`src/rtl/lsu_pkg.sv`:
```
// lsu_pkg: shared definitions for the load/store unit.
//   DATA_W        - data word width (fixed at 32)
//   SZ_BYTE/HALF/WORD - req_size encodings (3 is reserved)
//   lsu_state_e   - sequencing FSM states
//   is_misaligned - alignment check for a (size, addr[1:0]) pair
package lsu_pkg;

    localparam int DATA_W = 32;

    localparam logic [1:0] SZ_BYTE = 2'd0;
    localparam logic [1:0] SZ_HALF = 2'd1;
    localparam logic [1:0] SZ_WORD = 2'd2;

    typedef enum logic [2:0] {
        IDLE = 3'd0,
        RD   = 3'd1,
        CAP  = 3'd2,
        WR   = 3'd3,
        RESP = 3'd4
    } lsu_state_e;

    // The reserved size encoding is always reported as misaligned.
    function automatic logic is_misaligned(input logic [1:0] size, input logic [1:0] addr_lo);
        logic bad_s;
        case (size)
            SZ_BYTE: bad_s = 1'b0;
            SZ_HALF: bad_s = addr_lo[0];
            SZ_WORD: bad_s = (addr_lo != 2'b00);
            default: bad_s = 1'b1;
        endcase
        return bad_s;
    endfunction

endpackage

```
`src/rtl/lsu_lane_unit.sv`:
```
// lsu_lane_unit: purely combinational little-endian lane logic.
// Ports:
//   addr_lo       in  byte offset within the word (addr[1:0])
//   size          in  access size (SZ_BYTE / SZ_HALF / SZ_WORD)
//   load_unsigned in  1 = zero-extend loads, 0 = sign-extend
//   rdata         in  word read back from memory
//   wdata         in  right-justified store data
//   load_data     out lane-extracted, extended load result
//   merge_data    out rdata with the target lane replaced by wdata
module lsu_lane_unit
    import lsu_pkg::*;
(
    input  logic [1:0]        addr_lo,
    input  logic [1:0]        size,
    input  logic              load_unsigned,
    input  logic [DATA_W-1:0] rdata,
    input  logic [DATA_W-1:0] wdata,
    output logic [DATA_W-1:0] load_data,
    output logic [DATA_W-1:0] merge_data
);

    logic [4:0]  bit_off_s;
    logic [7:0]  byte_s;
    logic [15:0] half_s;

    // Byte k starts at bit 8k; half h starts at bit 16h (h = addr[1]).
    assign bit_off_s = {addr_lo, 3'b000};
    assign byte_s    = rdata[bit_off_s +: 8];
    assign half_s    = addr_lo[1] ? rdata[31:16] : rdata[15:0];

    // Load extract and sign/zero extension.
    always_comb begin
        load_data = rdata;
        case (size)
            SZ_BYTE: load_data = load_unsigned ? {24'd0, byte_s} : {{24{byte_s[7]}}, byte_s};
            SZ_HALF: load_data = load_unsigned ? {16'd0, half_s} : {{16{half_s[15]}}, half_s};
            SZ_WORD: load_data = rdata;
            default: load_data = rdata;
        endcase
    end

    // Store merge: only the addressed lane takes new data.
    always_comb begin
        merge_data = rdata;
        case (size)
            SZ_BYTE: merge_data[bit_off_s +: 8] = wdata[7:0];
            SZ_HALF: begin
                if (addr_lo[1]) begin
                    merge_data[31:16] = wdata[15:0];
                end else begin
                    merge_data[15:0] = wdata[15:0];
                end
            end
            SZ_WORD: merge_data = wdata;
            default: merge_data = rdata;
        endcase
    end

endmodule

```
`src/rtl/load_store_unit.sv`:
```
// load_store_unit: converts byte-addressed LB/LBU/LH/LHU/LW/SB/SH/SW requests
// into word-indexed data_memory accesses. Sub-word stores are done as
// read-modify-write; misaligned requests answer with resp_err and never
// touch memory.
// Ports:
//   clk, rst                       clock, synchronous active-high reset
//   req_valid/req_ready            request handshake (ready only in IDLE)
//   req_write, req_size, req_unsigned, req_addr, req_wdata  request fields
//   resp_valid/resp_rdata/resp_err single-cycle completion pulse
//   mem_read/mem_write/mem_addr/mem_wdata/mem_rdata  data_memory port
//     (mem_rdata is valid the cycle after mem_read)
// Build option: define LSU_BOUNDS_CHECK_EN to also reject word indices
// >= MEM_DEPTH with resp_err and no memory access.
module load_store_unit #(
    parameter int ADDR_W    = 32,
    parameter int DATA_W    = 32,
    parameter int MEM_DEPTH = 32
) (
    input  logic              clk,
    input  logic              rst,
    input  logic              req_valid,
    output logic              req_ready,
    input  logic              req_write,
    input  logic [1:0]        req_size,
    input  logic              req_unsigned,
    input  logic [ADDR_W-1:0] req_addr,
    input  logic [DATA_W-1:0] req_wdata,
    output logic              resp_valid,
    output logic [DATA_W-1:0] resp_rdata,
    output logic              resp_err,
    output logic              mem_read,
    output logic              mem_write,
    output logic [ADDR_W-1:0] mem_addr,
    output logic [DATA_W-1:0] mem_wdata,
    input  logic [DATA_W-1:0] mem_rdata
);

    import lsu_pkg::*;

`ifdef LSU_BOUNDS_CHECK_EN
    localparam logic BOUNDS_EN = 1'b1;
`else
    localparam logic BOUNDS_EN = 1'b0;
`endif

    localparam logic [ADDR_W-1:0] DEPTH_LIMIT = ADDR_W'(MEM_DEPTH);

    lsu_state_e        state_r;
    lsu_state_e        state_next_s;

    logic              write_r;
    logic [1:0]        size_r;
    logic              unsigned_r;
    logic [ADDR_W-1:0] addr_r;
    logic [DATA_W-1:0] wdata_r;

    logic              resp_valid_r;
    logic              resp_err_r;
    logic [DATA_W-1:0] resp_rdata_r;

    logic              range_err_s;
    logic              req_err_s;
    logic              accept_s;
    logic [ADDR_W-1:0] word_idx_r;

    logic              req_ready_s;
    logic              mem_read_s;
    logic              mem_write_s;
    logic [ADDR_W-1:0] mem_addr_s;
    logic [DATA_W-1:0] mem_wdata_s;

    logic [DATA_W-1:0] load_data_s;
    logic [DATA_W-1:0] merge_data_s;

    assign range_err_s = BOUNDS_EN & ((req_addr >> 2) >= DEPTH_LIMIT);
    assign req_err_s   = is_misaligned(req_size, req_addr[1:0]) | range_err_s;
    assign accept_s    = (state_r == IDLE) & req_valid;
    assign word_idx_r  = addr_r >> 2;

    // Lane logic works on the latched request; mem_rdata is live in CAP/WR.
    lsu_lane_unit u_lane (
        .addr_lo      (addr_r[1:0]),
        .size         (size_r),
        .load_unsigned(unsigned_r),
        .rdata        (mem_rdata),
        .wdata        (wdata_r),
        .load_data    (load_data_s),
        .merge_data   (merge_data_s)
    );

    // FSM state register.
    always_ff @(posedge clk) begin
        if (rst) begin
            state_r <= IDLE;
        end else begin
            state_r <= state_next_s;
        end
    end

    // Next-state and memory-side decode.
    always_comb begin
        state_next_s = state_r;
        req_ready_s  = 1'b0;
        mem_read_s   = 1'b0;
        mem_write_s  = 1'b0;
        mem_addr_s   = '0;
        mem_wdata_s  = '0;
        case (state_r)
            IDLE: begin
                req_ready_s = 1'b1;
                if (req_valid) begin
                    if (req_err_s) begin
                        state_next_s = RESP;
                    end else if (req_write && (req_size == SZ_WORD)) begin
                        state_next_s = WR;
                    end else begin
                        state_next_s = RD;
                    end
                end else begin
                    state_next_s = IDLE;
                end
            end
            RD: begin
                mem_read_s   = 1'b1;
                mem_addr_s   = word_idx_r;
                state_next_s = write_r ? WR : CAP;
            end
            CAP: begin
                mem_addr_s   = word_idx_r;
                state_next_s = RESP;
            end
            WR: begin
                // Word stores pass wdata straight through the merge.
                mem_write_s  = 1'b1;
                mem_addr_s   = word_idx_r;
                mem_wdata_s  = merge_data_s;
                state_next_s = RESP;
            end
            RESP: begin
                state_next_s = IDLE;
            end
            default: begin
                state_next_s = IDLE;
            end
        endcase
    end

    // Request latch, captured on the accepting edge.
    always_ff @(posedge clk) begin
        if (rst) begin
            write_r    <= 1'b0;
            size_r     <= 2'd0;
            unsigned_r <= 1'b0;
            addr_r     <= '0;
            wdata_r    <= '0;
        end else if (accept_s) begin
            write_r    <= req_write;
            size_r     <= req_size;
            unsigned_r <= req_unsigned;
            addr_r     <= req_addr;
            wdata_r    <= req_wdata;
        end else begin
            write_r    <= write_r;
            size_r     <= size_r;
            unsigned_r <= unsigned_r;
            addr_r     <= addr_r;
            wdata_r    <= wdata_r;
        end
    end

    // Response registers; data and error are cleared once the pulse is done.
    always_ff @(posedge clk) begin
        if (rst) begin
            resp_valid_r <= 1'b0;
            resp_err_r   <= 1'b0;
            resp_rdata_r <= '0;
        end else begin
            resp_valid_r <= (state_next_s == RESP);
            case (state_r)
                IDLE: begin
                    resp_err_r   <= req_valid & req_err_s;
                    resp_rdata_r <= '0;
                end
                CAP: begin
                    resp_err_r   <= 1'b0;
                    resp_rdata_r <= load_data_s;
                end
                RESP: begin
                    resp_err_r   <= 1'b0;
                    resp_rdata_r <= '0;
                end
                default: begin
                    resp_err_r   <= resp_err_r;
                    resp_rdata_r <= resp_rdata_r;
                end
            endcase
        end
    end

    // Reset gates the memory strobes immediately so a write in flight is dropped.
    assign req_ready  = req_ready_s & ~rst;
    assign mem_read   = mem_read_s  & ~rst;
    assign mem_write  = mem_write_s & ~rst;
    assign mem_addr   = rst ? '0 : mem_addr_s;
    assign mem_wdata  = rst ? '0 : mem_wdata_s;

    assign resp_valid = resp_valid_r;
    assign resp_err   = resp_err_r;
    assign resp_rdata = resp_rdata_r;

endmodule
```
`config.mk`:
```
export PLATFORM = sky130hd
export DESIGN_NAME = load_store_unit
export DESIGN_NICKNAME = d
export VERILOG_FILES = /design/src/rtl/lsu_pkg.sv /design/src/rtl/lsu_lane_unit.sv /design/src/rtl/load_store_unit.sv
export SDC_FILE = /design/constraint.sdc
export NUM_CORES = 1
export LEC_CHECK = 0
export CORE_UTILIZATION = 45
export DETAILED_ROUTE_END_ITERATION = 8
export PLACE_DENSITY = 0.78
export SLEW_MARGIN = 10
export SYNTH_ARGS = -nofsm -noshare
export SYNTH_HDL_FRONTEND = slang
export SYNTH_SLANG_ARGS = --single-unit
export TNS_END_PERCENT = 10
```
`constraint.sdc`:
```
create_clock -name clk -period 3.28 [get_ports clk]
set_input_delay 0.656 -clock clk [delete_from_list [all_inputs] [get_ports clk]]
set_output_delay 0.656 -clock clk [all_outputs]
set_load 0.01 [all_outputs]
```
; Yosys cells after proc, flatten, opt, wreduce, memory -nomap -nowiden
; Index checks and enable logic that the tools add are counted.
[word_totals]
register_bits = 105
in_bits = 103
output_inout_bits = 101
wordCells = 62
[classes]
add_sub_neg = 1
eq_ne = 9
shifts = 3
mux = 23
bitwise = 6
n_reduce_logical = 11
[ops]
columns = operator, n
row1 = $mux W32, 5
row2 = $pmux W32 S2, 2
row3 = $pmux W32 S3, 1
row4 = $mux W16, 3
row5 = $bwmux W32, 1
row6 = $shift A8 B7 Y32 const A, 1
row7 = $shiftx A32 B6 Y8, 1
row8 = $shiftx A8 B7 Y32, 1
row9 = $mux W30, 1
row10 = $pmux W3 S3, 1
row11 = $neg A5 Y7, 1
row12 = $eq A3 B2 Y1 const B, 2
row13 = $eq A3 B3 Y1 const B, 2
row14 = $mux W3, 2
row15 = $reduce_bool A2 Y1, 3
row16 = $reduce_or A2 Y1, 3
row17 = $and A1 B1 Y1, 5
row18 = $eq A2 B1 Y1 const B, 2
row19 = $eq A2 B2 Y1 const B, 2
row20 = $logic_not A2 Y1, 2
row21 = $mux W1, 4
row22 = $eq A3 B1 Y1 const B, 1
row23 = $logic_not A3 Y1, 1
row24 = $pmux W1 S3, 1
row25 = other kinds (5), 5

; Longest topological paths before layout
; Gate-level depths: netlist of run 1.
[logic_depth]
depth_word = 7
depth_mapped = 8
ltp_nobuf = 6

; By module
; From an unflattened synthesis of run 1, not the netlist that was laid out.
[unflattened]
hier_cells = 782
hier_area_um2 = 6192.2
[by_module_without_submodules]
columns = mod, n_inst, cells_each, area_per_inst_um2, seq_area_each_um2
row1 = load_store_unit, 1, 502, 4056.4, 2102.0
row2 = lsu_lane_unit, 1, 280, 2135.8, 0.0

; Worst setup path after synthesis of run 1
; OpenSTA, ideal clock, no wires.
[synth_path]
path_type = flip-flop to output port
startpoint = reg addr_r[1]
endpoint = out mem_wdata[11]
arrival_ns = 2.190
required_time_ns = 2.624
slack_ns = 0.434
stages_incl_launch_ff = 9
n_path_buf = 2
path_cell_list = dfxtp_1 > buf_2 > clkinv_1 > clkbuf_1 > ha_1 > nand2_1 > nor4_2 > a222oi_1 > nor2_1
[synth_via]
elab_chain_len = 6
elab_cells_between_ends = 8
classes_between = add/sub: 1 / shift: 2 / mux: 5
[synth_lines]
columns = item, line_no
row1 = "start, declared", load_store_unit.sv:54  ; logic [ADDR_W-1:0] addr_r;
row2 = "start signal, assigned", load_store_unit.sv:160  ; addr_r <= req_addr;
row3 = "start signal, assigned", load_store_unit.sv:166  ; addr_r <= addr_r;
row4 = $neg A5 Y7, lsu_lane_unit.sv:46  ; SZ_BYTE: merge_data[bit_off_s +: 8] = wdata[7:0];
row5 = $shiftx A8 B7 Y32 / $shift A8 B7 Y32 (equally long branches), lsu_lane_unit.sv:46
row6 = $bwmux W32, lsu_lane_unit.sv:46
row7 = $pmux W32 S3 (*), lsu_lane_unit.sv:45  ; case (size)
row8 = $mux W32 (*), load_store_unit.sv:108  ; case (state_r)
row9 = $mux W32 (*), load_store_unit.sv:205  ; assign mem_wdata = rst ? '0 : mem_wdata_s;
row10 = "end, declared", load_store_unit.sv:34  ; output logic [DATA_W-1:0] mem_wdata,
; Every way passes the cells marked *; elsewhere a longest branch is shown, timed or not.

; Worst setup path in the final report of run 1
[layout_path]
startpoint = reg size_r[0]
endpoint = out mem_wdata[5]
[layout_via]
elab_chain_len = 4
elab_cells_between_ends = 6
classes_between = eq/ne: 2 / mux: 3 / reduce/logical: 1
[layout_lines]
columns = item, line_no
row1 = "start, declared", load_store_unit.sv:52  ; logic [1:0] size_r;
row2 = "start signal, assigned", load_store_unit.sv:158  ; size_r <= req_size;
row3 = "start signal, assigned", load_store_unit.sv:164  ; size_r <= size_r;
row4 = "$eq A2 B2 Y1, or another cell as far along", lsu_lane_unit.sv:45
row5 = $pmux W32 S3 (*), lsu_lane_unit.sv:45
row6 = $mux W32 (*), load_store_unit.sv:108
row7 = $mux W32 (*), load_store_unit.sv:205
; Marks and branches as above.

==> impl_results.md, run 1 <==
- Status: finished clean
- Largest area contributor in the netlist: dfxtp_1
- Peak VDD IR: 0.300 mV
- Synth-to-layout area growth: 45.8%
- Register area share after synthesis: 37.7%
- Crit path to: mem_wdata[5]
- Slew Viols, Final: 0
- Dpl cells: approximately 1000
- Core area: 12100 µm²
- Post-Synth Adder-Cell Area: 1.12%
- Pre-Repair DR Iteration Count: 8
- PwrDens: 394 nW/µm²
- Top-count cell post-synth: nand2_1
- Die Width: 113 µm
- R2R depth: 4
- Ranking of synthesized cells by area: dfxtp_1 38%, nand2_1 12%, a21oi_1 8.7%
- Initial DRC Count: 652
- TritonCTS clock tree: done
- Mux share of post-synthesis cell area: about 7.0%
- ANT nets after route: 0
- Routability cong.: 1.01
- # clock sinks: around 110
- Initial antenna violation count: 0
- Synth warn: 0
- Proportion of layout cells with a drive suffix above 1: 9.85%
- Synth top area share: 37.7%
- Critical path startpoint category: flip-flop
- CTS H-Tree Depth: 3
- Setup WS post-layout: 112 ps
- Overall power: 3200 µW
- CTS hold repair buffers: 0
- RR Endpoint: addr_r[18]
- Mapped Area: 5570 µm²
- Worst skew pair latency: around 360 ps
- CP max stage delay: a little over 600 ps
- Max cap viols: 0
- Die ar.: 12800 µm²
- Synth Area in Simple Gates: 21.9%
- Final WL: 20200 µm
- Hold Path Class: reg2reg
- Data required time of the worst path: 2620 ps
- Xor/xnor share of the synthesized area: 0%
- FFs w/ async S/R, synth: 0%
- Finished Cell Area: about 8000 µm²
- Crit path depth: 4
- Via count: 6124
- R2R setup slack: ~1200 ps
- Clock Pin Slew Worst Setup and Hold Paths: 60 ps
- Compound-cell area share of the yosys netlist: between 20% and 30%
- Largest net degree at the start of global routing: 73
- # fillers: ~1000
- Arrival time at the worst endpoint: roughly 2500 ps
- Most common flop cell mapped by yosys: dfxtp_1
- Leading cell types by count after synthesis: 173 x nand2_1, 105 x dfxtp_1, 97 x a21oi_1
- First-pass GRT wire length: 31200 µm
- Syn Area/Cell: 7.90 µm²
- Rel. slew slack: a little over 50%
- # rows: 40
- Combinational family with the most area after synthesis: compound AO/OA/AOI/OAI gates
- DP Worst Slack: ~240 ps
- Post-route insts no fill: 1061
- Max Freq: 316 MHz
- Yosys cell types: 51
- P_leak: around 0.003 µW
- CP Buf/Inv Count: 1
- Io pins: roughly 200
- DP Area: 7760 µm²
- Wire per inst: 19.0 µm
- CP startpoint: size_r[0]
- Clock skew: 9.55 ps
- Minimum clock period after layout: ~3200 ps
- Final setup viols: 0
- Final hold vios: 0
- Multi-input logic area: 3220 µm²
- Clk root buf: clkbuf_16
- Clock tree buffer depth: 2
- Num CTS Buffers: 9
- Hpwl dp: 15100 µm
- Vias in the first global route: 5871
- TNS Setup: 0 ps
- EDFF count, synth: 0
- Register bit total from synthesis: 105
- Endpoint class of the critical path: primary output
- R2R Path Start: state_r[1]
- Crit path cell chain: or2_2 > o21a_1 > o32ai_1 > clkdlybuf4s50_1
- # diodes: 0
- Via-to-Cell Ratio: 5.77
- CP Max Fanout: 13
- Starting Density: roughly 46%
- Cell family with most CP delay: compound AO/OA/AOI/OAI gates
- RSZ-0062 raised after global routing: no
- Die height: 113 µm
- Register area: between 2000 and 2500 µm²
- DRC: 0
- PortBufs: 201
- Fin crit share: 96.6%
- Post-synthesis cell count: 705
- Grt ovf: 0
- Worst-Margin Slew: 740 ps
- Critical-path top delay cell: clkdlybuf4s50_1
- Final #Nets: 997
- Type of the worst setup path: reg2out
- Total global-route track usage: about a third
==> state kept, by name, summed over array words and instances (netlist names) <==
| name | count |
|---|---|
| wdata_r | 32 |
| unsigned_r | 1 |
| resp_valid | 1 |
| state_r | 3 |
| write_r | 1 |
| resp_rdata | 32 |
| addr_r | 32 |
| resp_err | 1 |
| size_r | 2 |
==> per-stage QoR <==
| stage | hold slack [ps] | util, % |
|---|---|---|
| 2_1_floorplan | 432 | - |
| 3_3_place_gp | 436 | 64.4 |
| 3_5_place_dp | 443 | 64.4 |
| 4_1_cts | 451 | 66.9 |
| 5_1_grt | 476 | 67.4 |
| 6_report | 451 | 67.4 |
==> placed cells by master, fill, tap and decap left out, drive strengths merged, types with 2 or more instances in the layout <==
cell and n:
a21oi 97, a221o 26, a221oi 7, a222oi 10
a22o 13, a22oi 2, a32o 2, a32oi 3
and2 31, and3 3, buf 32, clkbuf 11
clkdlybuf4s50 200, clkinv 3, conb 2, dfxtp 105
ha 5, inv 12, mux2 10, mux2i 12
mux4 7, nand2 173, nand2b 3, nor2 37
nor2b 8, nor3 2, nor3b 2, nor4 3
o21a 2, o21ai 28, o22ai 18, o2bb2ai 3
o32ai 7, or2 3
==> repair_timing <==
item                       4_1_cts  5_1_grt
pin swaps                        0        1
hold endpoints to repair         0        0
setup endpoints to repair        4       32
gates resized for setup          2       15
buffers inserted                 0        0
==> metal layers <==
metal | global-route usage [%] | part of all wire (%) | wire length, µm | vias up
li1 | - | - | - | 2878
met1 | 39.2 | 40 | 7970 | 2825
met2 | 50.0 | 45 | 9080 | 352
met3 | 8.19 | 11 | 2150 | 69
met4 | 18.2 | 4.8 | 966 | 0
met5 | 0 | 0 | 0 | -
==> kinds of logic (layout without fill, tap and decap cells) <==
| group | count (synthesis) | in the layout |
|---|---|---|
| AOI/OAI and AO/OA | 222 | 222 |
| muxes | 29 | 29 |
| DFF | 105 | 105 |
| adders and majority gates | 5 | 5 |
| buffers and inverters | 72 | 259 |
| other | 1 | 2 |
| and+or+nand+nor | 271 | 271 |
==> cell type report <==
class / count / area share (%)
clock buffer: 11 / 2.99
clock inverter: 4 / 0.647
timing repair buffer: 232 / 27.7
sequential: 105 / 25.9
inverter: 12 / 0.554
tap: 168 / 2.59
multi-input combinational: 529 / 39.6
==> worst register-to-register path: stages, from the launching register on <==
cell and delay (ps):
dfxtp_1 420, or4b_2 970, buf_4 350, nand2_1 110
a21oi_1 80
==> where the power goes <==
| group | leakage (µW) | internal (µW) | switching [µW] | total (µW) |
|---|---|---|---|---|
| Sequential | 0.000858 | 1350 | 59.6 | 1410 |
| Combinational | 0.00193 | 333 | 372 | 705 |
| Clock | 0.000146 | 611 | 477 | 1090 |
| Total | 0.00294 | 2290 | 908 | 3200 |
==> worst min path at each step <==
| stage | start | end | slack, ps | depth (start not counted) |
|---|---|---|---|---|
| finish | addr_r[20] | addr_r[20] | 450 | 2 |
| global route | addr_r[26] | addr_r[26] | 480 | 2 |
| CTS | addr_r[20] | addr_r[20] | 450 | 2 |
| detailed placement | addr_r[20] | addr_r[20] | 440 | 2 |
| global placement | resp_rdata[11] | resp_rdata[11] | 440 | 2 |
| floorplan | addr_r[10] | addr_r[10] | 430 | 2 |
No activity file was read; power rests on OpenSTA's default activity.
==> run 2: changes to the inputs <==
--- a/config.mk
+++ b/config.mk
@@ -5,8 +5,10 @@
 export SDC_FILE = /design/constraint.sdc
 export NUM_CORES = 1
 export LEC_CHECK = 0
+export CORE_MARGIN = 3
 export CORE_UTILIZATION = 45
 export DETAILED_ROUTE_END_ITERATION = 8
+export HOLD_SLACK_MARGIN = 0.05
 export PLACE_DENSITY = 0.78
 export SLEW_MARGIN = 10
 export SYNTH_ARGS = -nofsm -noshare
==> run 2 against run 1 <==
Against the previous run: fmax decreased by 0.13%; worst hold slack about the same; routed wire length increased by 2.9%; via count increased by 2.0%; critical path type unchanged; largest cell class unchanged; sequential share of layout area about the same; sequential power about the same; highest routed layer unchanged; sequential cell count unchanged.
==> impl_results.md, run 2 (synthesis results as in run 1) <==
- P_leak: 0.00293 µW (-0.18%)
- Setup WS post-layout: 107 ps (-4.26 ps)
- Top routing layer in use: met4
- Status: finished clean
- Slew Viols, Final: 0 (unchanged)
- Hold_ws: 451 ps (+0.447 ps)
- Multi-input logic area: 3220 µm² (about the same)
- Endpoint class of the critical path: primary output
- Register area: 2100 µm² (unchanged)
- Commonest cells after routing, fill and taps aside: 200 x clkdlybuf4s50_1, 172 x nand2_1, 104 x dfxtp_1
- Core area: 12100 µm² (unchanged)
- Hold Path Class: reg2reg
- Post-CTS setup buffer count: 0 (unchanged)
- Type of the worst setup path: reg2out
- Hpwl dp: 15200 µm (+0.63%)
- Clock tree buffer depth: 2 (unchanged)
- Peak VDD IR: 0.253 mV (-16%)
- Met1 wire length: 8180 µm (+2.7%)
- Clock Pin Slew Worst Setup and Hold Paths: 70 ps (about the same)
- Max Freq: 315 MHz (-0.13%)
- Commonest non-fill, non-tap cell in the layout: clkdlybuf4s50_1
- PortBufs: 201 (unchanged)
- Proportion of layout cells with a drive suffix above 1: 10.3% (+0.44 points)
- Final setup viols: 0 (unchanged)
- Data required time of the worst path: 2620 ps (about the same)
- Initial DRC Count: 787 (+21%)
- Initial antenna violation count: 0 (unchanged)
- DP Worst Slack: 227 ps (-16.9 ps)
- TritonCTS clock tree: done
- Routability cong.: 0.902 (-11%)
- Final #Nets: 997 (unchanged)
- Dpl cells: 1046 (unchanged)
- Worst skew pair latency: 350 ps (about the same)
- Met3 wire length: 2470 µm (+15%)
- PwrDens: 394 nW/µm² (about the same)
- RSZ-0062 raised after global routing: no
- Post-route insts no fill: 1062 (+0.094%)
- CTS hold repair buffers: 0 (unchanged)
- TNS Setup: 0 ps (unchanged)
- Max cap viols: 0 (unchanged)
- Die height: 117 µm (+3.5%)
- Via count: 6247 (+2.0%)
- Largest net degree at the start of global routing: 73 (unchanged)
- Final hold vios: 0 (unchanged)
- Worst-Margin Slew: 757 ps (+16.3 ps)
- # rows: 40 (unchanged)
- # fillers: 1029 (+0.19%)
- CP Max Fanout: 16 (+3)
- # diodes: 0 (unchanged)
- Minimum clock period after layout: 3170 ps (+4.26 ps)
- CTS H-Tree Depth: 3 (unchanged)
- Die Width: 117 µm (+3.5%)
- Pre-Repair DR Iteration Count: 8 (unchanged)
- First-pass GRT wire length: 30700 µm (-1.6%)
- Final Util: 67.4% (about the same)
- ANT nets after route: 0 (unchanged)
- Critical path startpoint category: flip-flop
- R2R setup slack: 1260 ps (+50 ps)
- Wire per inst: 19.5 µm (+2.8%)
- Num CTS Buffers: 9 (unchanged)
- Clk root buf: clkbuf_16
- Via-to-Cell Ratio: 5.88 (+1.9%)
- Grt ovf: 0 (unchanged)
- Final WL: 20800 µm (+2.9%)
- Rel. slew slack: 49.6% (-1.1 points)
- Starting Density: 46.2% (unchanged)
- Die ar.: 13800 µm² (+7.2%)
- DRC: 0 (unchanged)
- Total global-route track usage: 29.0% (-2.6 points)
- Clock skew: 5.26 ps (-4.29 ps)
- Io pins: 204 (unchanged)
- # clock sinks: 105 (unchanged)
- Vias in the first global route: 5761 (-1.9%)
- Fin crit share: 96.7% (+0.13 points)
- Met2 routed WL: 8930 µm (-1.6%)
- Synth-to-layout area growth: 45.9% (about the same)
- Arrival time at the worst endpoint: 2520 ps (about the same)
## run 2: cell type report
class	instances	share of cell area, %
Tap cell	168	2.59
Sequential cell	105	25.9
Inverter	12	0.554
Multi-Input combinational cell	529	39.6
Clock inverter	4	0.431
Timing Repair Buffer	232	27.6
Clock buffer	12	3.28
## run 2: worst paths after layout
path | startpoint | end | cells past startpoint
setup / recovery | size_r[0] | mem_wdata[16] | 6
hold / removal | addr_r[22] | addr_r[22] | 2
setup reg to reg | addr_r[1] | resp_rdata[19] | 6
hold reg to reg | addr_r[22] | addr_r[22] | 2
## run 2: report_power, final
part           leakage [µW]  internal (µW)  switching (µW)
Clock              0.000143            584             498
Sequential         0.000858           1350            58.5
Combinational       0.00193            333             380
Total               0.00293           2260             936
## run 2: layer usage
metal	up-vias	GRT usage, %
met5	-	0
met4	0	16.8
met3	86	7.81
met2	398	43.8
met1	2882	37.3
li1	2881	-
## run 2: repair_timing
item,in CTS,in global routing
gates resized for setup,2,17
pin swaps,0,0
gates cloned,0,0
setup endpoints to repair,6,32
## run 2: metrics by stage
stage          instance area [µm²]  power (µW)
3_5_place_dp                  7760        2120
4_1_cts                       8070        3200
6_report                      8130        3200
2_1_floorplan                 5580        1810
5_1_grt                       8130        3330
3_3_place_gp                  7760        2100
## run 2: worst max-delay path, cell delays in order (launching register included)
cell,delay [ps]
dfxtp_2,360
buf_4,260
nor2b_2,330
o21bai_2,260
a21oi_1,140
o22ai_1,230
clkdlybuf4s50_1,580
==> RTL edit (config.mk and constraints of run 2) <==
`ADDR_W`: 32 -> 16.
--- a/src/rtl/load_store_unit.sv
+++ b/src/rtl/load_store_unit.sv
@@ -12,7 +12,7 @@
 // Build option: define LSU_BOUNDS_CHECK_EN to also reject word indices
 // >= MEM_DEPTH with resp_err and no memory access.
 module load_store_unit #(
-    parameter int ADDR_W    = 32,
+    parameter int ADDR_W    = 16,
     parameter int DATA_W    = 32,
     parameter int MEM_DEPTH = 32
 ) (
Interface: changed (resized mem_addr and req_addr); port bits go from 204 to 172. The function was not compared with the original's and may differ.
==> RTL edit against run 2 <==
Design area is 15% lower; routed wire length is 14% lower; via count is 15% lower; critical path type unchanged; total power is 22% lower; hold slack better by 5.6 ps; critical path depth is 1 lower; utilization is 0.68 points lower; setup slack worse by 100 ps; area after synthesis is 13% lower; combinational power is 12% lower; sequential share of layout area is 0.22 points lower; sequential cell count is 16 lower.
==> RTL edit: results (changes against run 2) <==
[yosys]
synth-adder-area-share_pct=1.29  ; was 1.12%
syn_inst=597  ; was 705
synth-compound-area-share_pct=28.1  ; was 26.5%
yosysSeqAreaShare_pct=36.7  ; was 37.7%
ys_top_cells_by_area=dfxtp_1, nand2_1, a21oi_1  ; unchanged
synth_common_cells=nand2_1, dfxtp_1, a21oi_1  ; unchanged
synthMuxAreaShare_pct=7.42  ; was 7.01%
synth_cell_type_count=49  ; was 51

[place]
dp_hpwl_um=13400  ; was 15200 um
postPlaceCellArea_um2=6630  ; was 7760 um2
preCtsSetupSlack_ps=148  ; was 227 ps
place_inst=872  ; was 1046
port_buffers=169  ; was 201
place.gp.congestion=1.09  ; was 0.902

[clock_tree]
clock-root-buffer=clkbuf_8  ; was clkbuf_16
clock_latency_ps=370  ; was 350 ps
path_clk_slew_ps=90  ; was 70 ps

[sta]
tightest_slew_ps=638  ; was 757 ps
skew_ps=10.0  ; was 5.26 ps
whs_ps=457  ; was 451 ps
worst_slack_ps=4.78  ; was 107 ps

[detailed_routing]
first_iter_violations=454  ; was 787
wl_met2_um=8330  ; was 8930 um
wl_per_cell_um=20.1  ; was 19.5 um
wl_met1_um=7320  ; was 8180 um
vias=5298  ; was 6247
drtPass1Iterations=5  ; was 8

[setup_path]
cp.arrival_ps=2620  ; was 2520 ps
r2r-end=resp_rdata[9]$_SDFFE_PP0P_  ; was resp_rdata[19]$_SDFFE_PP0P_
r2r_slack_ps=1180  ; was 1260 ps
reg2reg_depth=5  ; was 6
worst-path-max-fanout=10  ; was 16
critPathMaxStageDelay_ps=610  ; was 580 ps
crit_end=mem_wdata[2]  ; was mem_wdata[16]

[status]
status=completed  ; unchanged

[cells_and_area]
num-nets-final=839  ; was 997
drive_above_1_share_pct=10.2  ; was 10.3%
final_cells=888  ; was 1062

[min_path]
hold-path-endpoint=addr_r[11]$_SDFFE_PP0P_  ; was addr_r[22]$_SDFFE_PP0P_
hp-start=addr_r[11]$_SDFFE_PP0P_  ; was addr_r[22]$_SDFFE_PP0P_

[global_routing]
grt_first_pass_wirelength_um=27100  ; was 30700 um
grt_max_degree=60  ; was 73
grt_pass1_vias=5183  ; was 5761
grt_usage_pct=29.3  ; was 29.0%

[power_and_ir_drop]
power.leakage_nw=2.54  ; was 2.93 nW
peakVddDrop_mv=0.255  ; was 0.253 mV

-- RTL edit: cell types whose count changed after synthesis, moves of 11 or more --
cell	delta
dfxtp_1	-16
and2_1	-17
nand2_1	-43
a21oi_1	-29
a22o_1	+11
clkbuf_1	-14
-- RTL edit: what timing repair did --
action                     4_1_cts  5_1_grt
pin swaps                        0        1
resized for setup                1       29
setup endpoints to repair        6       28
-- RTL edit: layer usage --
layer | track usage, % | up-vias
met5 | 0 | -
met4 | 13.8 | 0
met3 | 5.11 | 40
met2 | 48.4 | 277
met1 | 36.9 | 2512
li1 | - | 2469
-- RTL edit: cell type report --
class | instances | area (um2)
clock buffer | 12 | 135
multi-input combinational | 443 | 2910
fill | 889 | 3470
tap | 136 | 170
sequential | 89 | 1780
clock inverter | 4 | 30.0
inverter | 13 | 48.8
timing repair buffer | 191 | 1880
-- RTL edit: report_power, final --
group / switching [mW] / internal [mW]
logic: 0.334 / 0.297
clock network: 0.404 / 0.278
registers: 0.0515 / 1.14
